$ cat src/rtl/regfile_wb_if.sv
// Writeback bus between the execute/memory stages, decode and the register-file write port.
// The arbiter takes the slave view; the pipeline (or bench) takes the master view.
interface regfile_wb_if #(
    parameter int DATA_W = 32
);
    logic              alu_valid;
    logic [4:0]        alu_rd;
    logic [DATA_W-1:0] alu_data;
    logic              alu_ready;
    logic              lsu_valid;
    logic [4:0]        lsu_rd;
    logic [DATA_W-1:0] lsu_data;
    logic              lsu_ready;
    logic              issue_en;
    logic [4:0]        issue_rd;
    logic [4:0]        rs1_add;
    logic [4:0]        rs2_add;
    logic              rs1_busy;
    logic              rs2_busy;
    logic              wd_en;
    logic [4:0]        wd_sel;
    logic [DATA_W-1:0] data;

    modport slave (
        input  alu_valid, alu_rd, alu_data, lsu_valid, lsu_rd, lsu_data,
        input  issue_en, issue_rd, rs1_add, rs2_add,
        output alu_ready, lsu_ready, rs1_busy, rs2_busy, wd_en, wd_sel, data
    );

    modport master (
        output alu_valid, alu_rd, alu_data, lsu_valid, lsu_rd, lsu_data,
        output issue_en, issue_rd, rs1_add, rs2_add,
        input  alu_ready, lsu_ready, rs1_busy, rs2_busy, wd_en, wd_sel, data
    );
endinterface

$ cat src/rtl/regfile_wb_arbiter.sv
// Round-robin arbiter of ALU and LSU writebacks onto the single register-file write port,
// with a pending-write scoreboard that decode uses to stall on read-after-write hazards.
module regfile_wb_arbiter #(
    parameter int DATA_W = 32,
    parameter int NREG   = 32
) (
    input  logic         clk,
    input  logic         rst,
    regfile_wb_if.slave  wb
);
    typedef enum logic {
        SRC_ALU = 1'b0,
        SRC_LSU = 1'b1
    } src_e;

    src_e              last_r;
    logic              wd_en_r;
    logic [4:0]        wd_sel_r;
    logic [DATA_W-1:0] data_r;
    logic [NREG-1:0]   pending_r;
    logic [NREG-1:0]   pending_nxt_s;
    logic              alu_gnt_s;
    logic              lsu_gnt_s;

    // x0 and indices beyond the implemented registers never report a pending write.
    function automatic logic busy_of(input logic [NREG-1:0] pend, input logic [4:0] idx);
        logic res;
        if (idx == 5'd0) begin
            res = 1'b0;
        end else if (32'(idx) < 32'(NREG)) begin
            res = pend[idx];
        end else begin
            res = 1'b0;
        end
        return res;
    endfunction

    // Grant selection: single requester wins outright, a conflict goes to the source not named by last.
    always_comb begin
        alu_gnt_s = 1'b0;
        lsu_gnt_s = 1'b0;
        if (rst) begin
            alu_gnt_s = 1'b0;
            lsu_gnt_s = 1'b0;
        end else if (wb.alu_valid && wb.lsu_valid) begin
            if (last_r == SRC_LSU) begin
                alu_gnt_s = 1'b1;
            end else begin
                lsu_gnt_s = 1'b1;
            end
        end else if (wb.alu_valid) begin
            alu_gnt_s = 1'b1;
        end else if (wb.lsu_valid) begin
            lsu_gnt_s = 1'b1;
        end else begin
            alu_gnt_s = 1'b0;
            lsu_gnt_s = 1'b0;
        end
    end

    // Scoreboard next state: clear on the committed write, then set on issue so a new producer wins.
    always_comb begin
        pending_nxt_s = pending_r;
        if (wd_en_r && (32'(wd_sel_r) < 32'(NREG))) begin
            pending_nxt_s[wd_sel_r] = 1'b0;
        end else begin
            pending_nxt_s = pending_nxt_s;
        end
        if (wb.issue_en && (wb.issue_rd != 5'd0) && (32'(wb.issue_rd) < 32'(NREG))) begin
            pending_nxt_s[wb.issue_rd] = 1'b1;
        end else begin
            pending_nxt_s = pending_nxt_s;
        end
    end

    // Registered write-port stage, round-robin pointer and scoreboard.
    always_ff @(posedge clk) begin
        if (rst) begin
            last_r    <= SRC_LSU;
            wd_en_r   <= 1'b0;
            wd_sel_r  <= 5'd0;
            data_r    <= '0;
            pending_r <= '0;
        end else begin
            pending_r <= pending_nxt_s;
            if (wb.alu_valid && wb.lsu_valid) begin
                last_r <= alu_gnt_s ? SRC_ALU : SRC_LSU;
            end else begin
                last_r <= last_r;
            end
            if (alu_gnt_s) begin
                wd_en_r  <= (wb.alu_rd != 5'd0);
                wd_sel_r <= wb.alu_rd;
                data_r   <= wb.alu_data;
            end else if (lsu_gnt_s) begin
                wd_en_r  <= (wb.lsu_rd != 5'd0);
                wd_sel_r <= wb.lsu_rd;
                data_r   <= wb.lsu_data;
            end else begin
                wd_en_r  <= 1'b0;
                wd_sel_r <= wd_sel_r;
                data_r   <= data_r;
            end
        end
    end

    assign wb.alu_ready = alu_gnt_s;
    assign wb.lsu_ready = lsu_gnt_s;
    assign wb.wd_en     = wd_en_r;
    assign wb.wd_sel    = wd_sel_r;
    assign wb.data      = data_r;
    assign wb.rs1_busy  = busy_of(pending_r, wb.rs1_add);
    assign wb.rs2_busy  = busy_of(pending_r, wb.rs2_add);
endmodule

$ cat src/flat_wrapper.sv
// flat-port wrapper written by rule: the top's interface ports become plain ports
module regfile_wb_arbiter_flat 
#(
    parameter int DATA_W = 32,
    parameter int NREG   = 32
)
  (clk, rst, wb_alu_valid, wb_alu_rd, wb_alu_data, wb_lsu_valid, wb_lsu_rd, wb_lsu_data, wb_issue_en, wb_issue_rd, wb_rs1_add, wb_rs2_add, wb_alu_ready, wb_lsu_ready, wb_rs1_busy, wb_rs2_busy, wb_wd_en, wb_wd_sel, wb_data);
  regfile_wb_if #(.DATA_W(DATA_W)) wb_i ();
  input  logic clk;
  input  logic rst;
  input wire logic [$bits(wb_i.alu_valid)-1:0] wb_alu_valid;
  input wire logic [$bits(wb_i.alu_rd)-1:0] wb_alu_rd;
  input wire logic [$bits(wb_i.alu_data)-1:0] wb_alu_data;
  input wire logic [$bits(wb_i.lsu_valid)-1:0] wb_lsu_valid;
  input wire logic [$bits(wb_i.lsu_rd)-1:0] wb_lsu_rd;
  input wire logic [$bits(wb_i.lsu_data)-1:0] wb_lsu_data;
  input wire logic [$bits(wb_i.issue_en)-1:0] wb_issue_en;
  input wire logic [$bits(wb_i.issue_rd)-1:0] wb_issue_rd;
  input wire logic [$bits(wb_i.rs1_add)-1:0] wb_rs1_add;
  input wire logic [$bits(wb_i.rs2_add)-1:0] wb_rs2_add;
  output wire logic [$bits(wb_i.alu_ready)-1:0] wb_alu_ready;
  output wire logic [$bits(wb_i.lsu_ready)-1:0] wb_lsu_ready;
  output wire logic [$bits(wb_i.rs1_busy)-1:0] wb_rs1_busy;
  output wire logic [$bits(wb_i.rs2_busy)-1:0] wb_rs2_busy;
  output wire logic [$bits(wb_i.wd_en)-1:0] wb_wd_en;
  output wire logic [$bits(wb_i.wd_sel)-1:0] wb_wd_sel;
  output wire logic [$bits(wb_i.data)-1:0] wb_data;
  assign wb_i.alu_valid = wb_alu_valid;
  assign wb_i.alu_rd = wb_alu_rd;
  assign wb_i.alu_data = wb_alu_data;
  assign wb_i.lsu_valid = wb_lsu_valid;
  assign wb_i.lsu_rd = wb_lsu_rd;
  assign wb_i.lsu_data = wb_lsu_data;
  assign wb_i.issue_en = wb_issue_en;
  assign wb_i.issue_rd = wb_issue_rd;
  assign wb_i.rs1_add = wb_rs1_add;
  assign wb_i.rs2_add = wb_rs2_add;
  assign wb_alu_ready = wb_i.alu_ready;
  assign wb_lsu_ready = wb_i.lsu_ready;
  assign wb_rs1_busy = wb_i.rs1_busy;
  assign wb_rs2_busy = wb_i.rs2_busy;
  assign wb_wd_en = wb_i.wd_en;
  assign wb_wd_sel = wb_i.wd_sel;
  assign wb_data = wb_i.data;
  regfile_wb_arbiter #(.DATA_W(DATA_W), .NREG(NREG)) u_core (.clk(clk), .rst(rst), .wb(wb_i));
endmodule
$ cat config.mk
export PLATFORM = sky130hd
export DESIGN_NAME = regfile_wb_arbiter_flat
export DESIGN_NICKNAME = d
export VERILOG_FILES = /design/src/rtl/regfile_wb_if.sv /design/src/rtl/regfile_wb_arbiter.sv /design/src/flat_wrapper.sv
export SDC_FILE = /design/constraint.sdc
export NUM_CORES = 1
export LEC_CHECK = 0
export CAP_MARGIN = 30
export CELL_PAD_IN_SITES_DETAIL_PLACEMENT = 2
export CELL_PAD_IN_SITES_GLOBAL_PLACEMENT = 2
export CORE_MARGIN = 10
export CORE_UTILIZATION = 27
export DETAILED_ROUTE_END_ITERATION = 16
export PLACE_DENSITY = 0.88
export SYNTH_ARGS = -nofsm -noshare
export SYNTH_HDL_FRONTEND = slang
export SYNTH_SLANG_ARGS = --single-unit
export TNS_END_PERCENT = 100
$ cat constraint.sdc
create_clock -name clk -period 2.95 [get_ports clk]
set_input_delay 0.4425 -clock clk [delete_from_list [all_inputs] [get_ports clk]]
set_output_delay 0.4425 -clock clk [all_outputs]
set_load 0.02 [all_outputs]
==> impl_metrics.env, run 1 <==
export IMPL_ant_nets=0
export IMPL_start_util_pct=27.4
export IMPL_worstPathCellList="clkdlybuf4s50_1 > buf_4 > mux4_2 > or2_2 > nand3_1 > nand4_1 > dlygate4sd2_1"
export IMPL_async_reset_ff_share_pct=0
export IMPL_startpoint="wb_rs1_add[0]"
export IMPL_cts_hold_buf=0
export IMPL_hold_worst_slack_ns=0.509
export IMPL_slew_viol_final=0
export IMPL_outcome="complete, no violations"
export IMPL_viasPerCell=5.22
export IMPL_drt_pass1_iter_count=4
export IMPL_leakagePower_nw=1.90
export IMPL_post_route_min_period_ns=2.84
export IMPL_clkLatencyLatePin_ns=0.35
export IMPL_clock_path_buffers=2
export IMPL_drt_iter0_drc=139
export IMPL_ys_types=41
export IMPL_finalClockSkew_ns=0.00710
export IMPL_synth_warning_count=0
export IMPL_relSlewSlack_pct=51.1
export IMPL_numPortBuffers=135
export IMPL_setup_ws_ns=0.113
export IMPL_cts_root_buffer="clkbuf_16"
export IMPL_worst_path_stages=7
export IMPL_via_count=3761
export IMPL_final_layout_size_suffix_gt1_share_pct=8.44
export IMPL_crit_type="input port to output pin"
export IMPL_power_mw=2.65
export IMPL_grt_max_degree=65
export IMPL_finalCritPeriodShare_pct=96.2
export IMPL_final_nets=635
export IMPL_arrival_ns=2.39
export IMPL_crit_end="wb_rs1_busy"
export IMPL_htree_levels=3
export IMPL_wl_per_cell_um=21.5
export IMPL_setup_tns_ns=0
export IMPL_overflow=0
export IMPL_synth_enable_flop_cells=0
export IMPL_pre_cts_slack_ns=-0.173
export IMPL_yosysSeqAreaShare_pct=38.9
export IMPL_antenna_found_initial=0
export IMPL_endpoint_kind="output pin"
export IMPL_syn_inst=411
export IMPL_grt_pass1_wl_mm=24.6
export IMPL_drc=0
export IMPL_synth_seq_cells=70
export IMPL_syn2layout_area_growth_pct=50.1
export IMPL_drv_cap=0
export IMPL_final_hold_violation_count=0
export IMPL_peakVddDrop_mv=0.220
export IMPL_cts_buffers=9
export IMPL_worstRegToRegCells=5
export IMPL_insertedDiodeCount=0
export IMPL_powerDensity_mw_per_mm2=490
export IMPL_crit_buf_inv=3
export IMPL_crit_family="buffers and inverters"
export IMPL_first_global_vias=4277
export IMPL_synth_area_mm2=0.00360
export IMPL_cpMaxStageDelayCell="mux4_2"
export IMPL_setup_violations=0
export IMPL_syn_area_per_cell_um2=8.77
export IMPL_fp_dieW_um=136
export IMPL_gp_congestion=0.840
export IMPL_dp_hpwl_mm=11.9
export IMPL_die_h_um=136
export IMPL_crit_required_ns=2.51
export IMPL_core_mm2=0.0131
export IMPL_cts_tree="yes"
export IMPL_rows=42
export IMPL_worstSetupStartpointType="input port"
export IMPL_cp_max_fo=6
export IMPL_r2r_end="u_core.wb.data[11]"
export IMPL_fmax_ghz=0.353
export IMPL_worstMarginPinSlew_ns=0.731
export IMPL_cts_sinks=70
export IMPL_ios=136
export IMPL_syn_nets=505
export IMPL_die_area_mm2=0.0184
export IMPL_reg2reg_from="u_core.last_r"
export IMPL_path_clk_slew_ns=0.05
export IMPL_wl_mm=15.5
export IMPL_grt_usage_pct=17.2
export IMPL_ys_dominant_reg_cell="dfxtp_1"
export IMPL_rrSetupSlack_ns=1.09
export IMPL_worstHoldPathType="register to register"
export IMPL_cpPeakStageDelay_ns=0.50
## cells in the final DEF (no fill, tap or decap), drive strengths merged, types with 2 or more instances in the layout
| cell type | n |
|---|---|
| nand3b | 6 |
| a311oi | 2 |
| nand3 | 6 |
| a22oi | 5 |
| nand2b | 3 |
| nor2 | 38 |
| or4b | 2 |
| nand2 | 44 |
| o21bai | 2 |
| a21oi | 38 |
| and3b | 3 |
| dfxtp | 70 |
| mux4 | 8 |
| or3b | 2 |
| mux2 | 4 |
| nor2b | 4 |
| a211oi | 35 |
| nor3b | 4 |
| dlygate4sd2 | 3 |
| or2 | 2 |
| clkbuf | 14 |
| inv | 8 |
| or4 | 2 |
| nand4 | 4 |
| o21ai | 33 |
| o22ai | 2 |
| clkdlybuf4s50 | 131 |
| a2bb2oi | 2 |
| mux2i | 42 |
| nor3 | 2 |
| a2111oi | 2 |
| buf | 16 |
| and3 | 2 |
## state kept, by name, indices dropped and copies added, names as in the netlist
| register | count |
|---|---|
| u_core.pending_r | 31 |
| u_core.wb.wd_sel | 5 |
| u_core.wb.wd_en | 1 |
| u_core.last_r | 1 |
| u_core.wb.data | 32 |
## where the power goes
part	internal, mW	switching [mW]	leakage, nW
sequential	0.995	0.0395	0.573
clock	0.674	0.407	0.137
combinational	0.277	0.258	1.19
total	1.95	0.704	1.90
## area by class of cell
| type | instances | area [µm²] |
|---|---|---|
| fillers | 1454 | 7730 |
| multi-input cells | 302 | 2020 |
| repair buffers | 150 | 1460 |
| flip-flops and latches | 70 | 1400 |
| clock buffers | 14 | 254 |
| well taps | 176 | 220 |
| clock inverters | 1 | 30.0 |
| inverters | 8 | 30.0 |
## kinds of logic after synthesis
| group | after synthesis | synth area share (%) |
|---|---|---|
| AND/OR/NAND/NOR | 125 | 16.7 |
| buffers and inverters | 39 | 5.35 |
| multiplexers | 54 | 17.9 |
| flip-flops | 70 | 38.9 |
| AO/OA/AOI/OAI | 123 | 21.1 |
## metal layers
| layer | part of all wire (%) | vias to the layer above | track usage (%) |
|---|---|---|---|
| met4 | 1.4 | 0 | 6.22 |
| met2 | 48 | 140 | 28.3 |
| met3 | 12 | 13 | 8.90 |
| met1 | 39 | 1851 | 18.5 |
| met5 | 0 | - | 0 |
| li1 | - | 1757 | - |
## tightest hold or removal path, delay by kind of cell (launching register included)
kind	cells	cell delay, ns
flip-flops	1	0.32
AO/OA/AOI/OAI	2	0.14
## what timing repair did
| item | 4_1_cts | 5_1_grt |
|---|---|---|
| endpoints found under the setup margin | 2 | 0 |
| setup buffers | 0 | 0 |
| gates resized for setup | 3 | 0 |
## Yosys cell counts, types with 3 or more instances
| cell type | instances | area, µm² |
|---|---|---|
| o21ai_0 | 33 | 165 |
| nor2_1 | 38 | 143 |
| nor2b_1 | 4 | 25.0 |
| a211oi_1 | 33 | 248 |
| nand3b_1 | 6 | 45.0 |
| mux2i_1 | 42 | 420 |
| dfxtp_1 | 70 | 1400 |
| nand2b_1 | 3 | 18.8 |
| mux2_2 | 4 | 45.0 |
| nand4_1 | 4 | 25.0 |
| a22oi_1 | 5 | 37.5 |
| inv_1 | 7 | 26.3 |
| nand2_1 | 44 | 165 |
| buf_2 | 7 | 35.0 |
| nand3_1 | 6 | 30.0 |
| nor3b_1 | 4 | 30.0 |
| and3b_1 | 3 | 26.3 |
| clkbuf_1 | 14 | 52.6 |
| buf_1 | 4 | 15.0 |
| mux4_2 | 8 | 180 |
| a21oi_1 | 38 | 190 |
## per-stage QoR
stage	util [%]	std cells	area, µm²
2_1_floorplan	-	411	3600
3_3_place_gp	39.0	706	5130
3_5_place_dp	39.0	706	5130
4_1_cts	41.2	721	5410
5_1_grt	41.2	721	5410
6_report	41.2	721	5410
## worst min path at each step
| stage | startpoint | end | depth (start not counted) |
|---|---|---|---|
| floorplan | u_core.pending_r[13] | u_core.pending_r[13] | 2 |
| global placement | u_core.pending_r[5] | u_core.pending_r[5] | 2 |
| detailed placement | u_core.pending_r[22] | u_core.pending_r[22] | 2 |
| CTS | u_core.pending_r[22] | u_core.pending_r[22] | 2 |
| global route | u_core.pending_r[11] | u_core.pending_r[11] | 2 |
| finish | u_core.pending_r[22] | u_core.pending_r[22] | 2 |
No activity file was read; power rests on OpenSTA's default activity.
==> run 2, diff against run 1 <==
--- a/config.mk
+++ b/config.mk
@@ -5,13 +5,13 @@
 export SDC_FILE = /design/constraint.sdc
 export NUM_CORES = 1
 export LEC_CHECK = 0
-export CAP_MARGIN = 30
 export CELL_PAD_IN_SITES_DETAIL_PLACEMENT = 2
 export CELL_PAD_IN_SITES_GLOBAL_PLACEMENT = 2
 export CORE_MARGIN = 10
 export CORE_UTILIZATION = 27
 export DETAILED_ROUTE_END_ITERATION = 16
 export PLACE_DENSITY = 0.88
+export SKIP_LAST_GASP = 1
 export SYNTH_ARGS = -nofsm -noshare
 export SYNTH_HDL_FRONTEND = slang
 export SYNTH_SLANG_ARGS = --single-unit
==> run 2 against run 1 <==
Critical path depth did not move. Sequential power barely moved. Total power hardly changed. Critical path type unchanged. Utilization about the same. Clock power barely moved. Global-route usage unchanged. Cell area barely moved. Cell count unchanged. Register-to-register slack is essentially flat. Largest cell class unchanged. Combinational power about the same. Setup slack is essentially flat. Hold slack did not move.
==> impl_metrics.env, run 2 (synthesized netlist as in run 1, its figures left out) <==
export IMPL_wl_met1_mm=5.97
export IMPL_drc=0
export IMPL_first_global_vias=4277
export IMPL_endpoint_kind="output pin"
export IMPL_relSlewSlack_pct=51.1
export IMPL_leakagePower_nw=1.91
export IMPL_die_area_mm2=0.0184
export IMPL_setup_tns_ns=0
export IMPL_arrival_ns=2.39
export IMPL_cts_sinks=70
export IMPL_wl_mm=15.5
export IMPL_wl_met3_mm=1.85
export IMPL_overflow=0
export IMPL_cts_tree="yes"
export IMPL_slew_viol_final=0
export IMPL_via_count=3761
export IMPL_wl_per_cell_um=21.5
export IMPL_path_clk_slew_ns=0.05
export IMPL_cts_hold_buf=0
export IMPL_clkLatencyLatePin_ns=0.35
export IMPL_drv_cap=0
export IMPL_powerDensity_mw_per_mm2=490
export IMPL_worstHoldPathType="register to register"
export IMPL_crit_type="input port to output pin"
export IMPL_die_h_um=136
export IMPL_cts_buffers=9
export IMPL_cp_max_fo=6
export IMPL_outcome="complete, no violations"
export IMPL_finalCritPeriodShare_pct=96.2
export IMPL_final_nets=635
export IMPL_post_route_min_period_ns=2.84
export IMPL_clock_path_buffers=2
export IMPL_setup_violations=0
export IMPL_htree_levels=3
export IMPL_grt_pass1_wl_mm=24.6
export IMPL_antenna_found_initial=0
export IMPL_top_layer="met4"
export IMPL_syn2layout_area_growth_pct=50.2
export IMPL_layout_common_cells="clkdlybuf4s50_1, dfxtp_1, nand2_1, mux2i_1"
export IMPL_dp_hpwl_mm=11.9
export IMPL_final_common_cell="clkdlybuf4s50_1"
export IMPL_final_layout_size_suffix_gt1_share_pct=8.44
export IMPL_crit_required_ns=2.51
export IMPL_ios=136
export IMPL_fp_dieW_um=136
export IMPL_core_mm2=0.0131
export IMPL_finalClockSkew_ns=0.00710
export IMPL_fmax_ghz=0.353
export IMPL_largest_reg_flops=32
export IMPL_insertedDiodeCount=0
export IMPL_finalNonFillerCells=721
export IMPL_worstSetupStartpointType="input port"
export IMPL_start_util_pct=27.4
export IMPL_viasPerCell=5.22
export IMPL_drt_pass1_iter_count=4
export IMPL_rows=42
export IMPL_placed_cells=706
export IMPL_ant_nets=0
export IMPL_peakVddDrop_mv=0.220
export IMPL_gp_congestion=0.840
export IMPL_numPortBuffers=135
export IMPL_grt_usage_pct=17.2
export IMPL_worstMarginPinSlew_ns=0.731
export IMPL_rrSetupSlack_ns=1.09
export IMPL_final_hold_violation_count=0
export IMPL_grt_max_degree=65
export IMPL_wl_met2_mm=7.49
export IMPL_cts_root_buffer="clkbuf_16"
export IMPL_drt_iter0_drc=140
## run 2: cell types whose count changed in the layout (fill, tap and decap cells not counted)
cell,before,now
a2111oi_0,2,1
a2111oi_1,0,1
dlygate4sd2_1,3,2
dlymetal6s2s_1,0,1
## run 2: through the flow
stage | hold slack [ns] | power (mW) | utilization (%) | area [µm²] | setup slack (ns)
floorplan | 0.460 | 1.29 | - | 3600 | 0.871
global placement | 0.488 | 1.57 | 39.0 | 5130 | -0.166
detailed placement | 0.509 | 1.59 | 39.0 | 5130 | -0.173
CTS | 0.516 | 2.68 | 41.2 | 5410 | -0.0293
global route | 0.541 | 2.76 | 41.2 | 5410 | -0.000000444
finish | 0.509 | 2.65 | 41.2 | 5410 | 0.113
## run 2: path summary, 6_finish.rpt
kind / to / startpoint / cells past startpoint
max: wb_rs1_busy / wb_rs1_add[0] / 7
max reg2reg: u_core.wb.data[11] / u_core.last_r / 5
min: u_core.pending_r[22] / u_core.pending_r[22] / 2
min reg2reg: u_core.pending_r[22] / u_core.pending_r[22] / 2
## run 2: critical path, stage by stage
cell             delay [ns]
clkdlybuf4s50_1        0.46
buf_4                  0.16
mux4_2                 0.50
or2_2                  0.29
nand3_1                0.07
nand4_1                0.12
dlygate4sd2_1          0.35
## run 2: timing repair
action,4_1_cts,5_1_grt
gates resized for setup,2,2
buffers inserted,0,0
pin swaps,0,0
setup endpoints to repair,2,1
## run 2: power breakdown
group          internal [mW]  total [mW]  switching, mW
clock                  0.674        1.08          0.407
sequential             0.995        1.03         0.0395
combinational          0.278       0.536          0.258
total                   1.95        2.65          0.704
## run 2: cell type report
| class | count | area [µm²] |
|---|---|---|
| Fill cell | 1452 | 7720 |
| Multi-Input combinational cell | 302 | 2020 |
| Timing Repair Buffer | 150 | 1460 |
| Sequential cell | 70 | 1400 |
| Clock buffer | 14 | 254 |
| Tap cell | 176 | 220 |
| Clock inverter | 1 | 30.0 |
| Inverter | 8 | 30.0 |
## run 2: layer usage
metal  vias up  global-route usage (%)
li1       1757                       -
met5         -                       0
met4         0                    6.22
met3        13                    8.90
met2       138                    28.3
met1      1853                    18.5
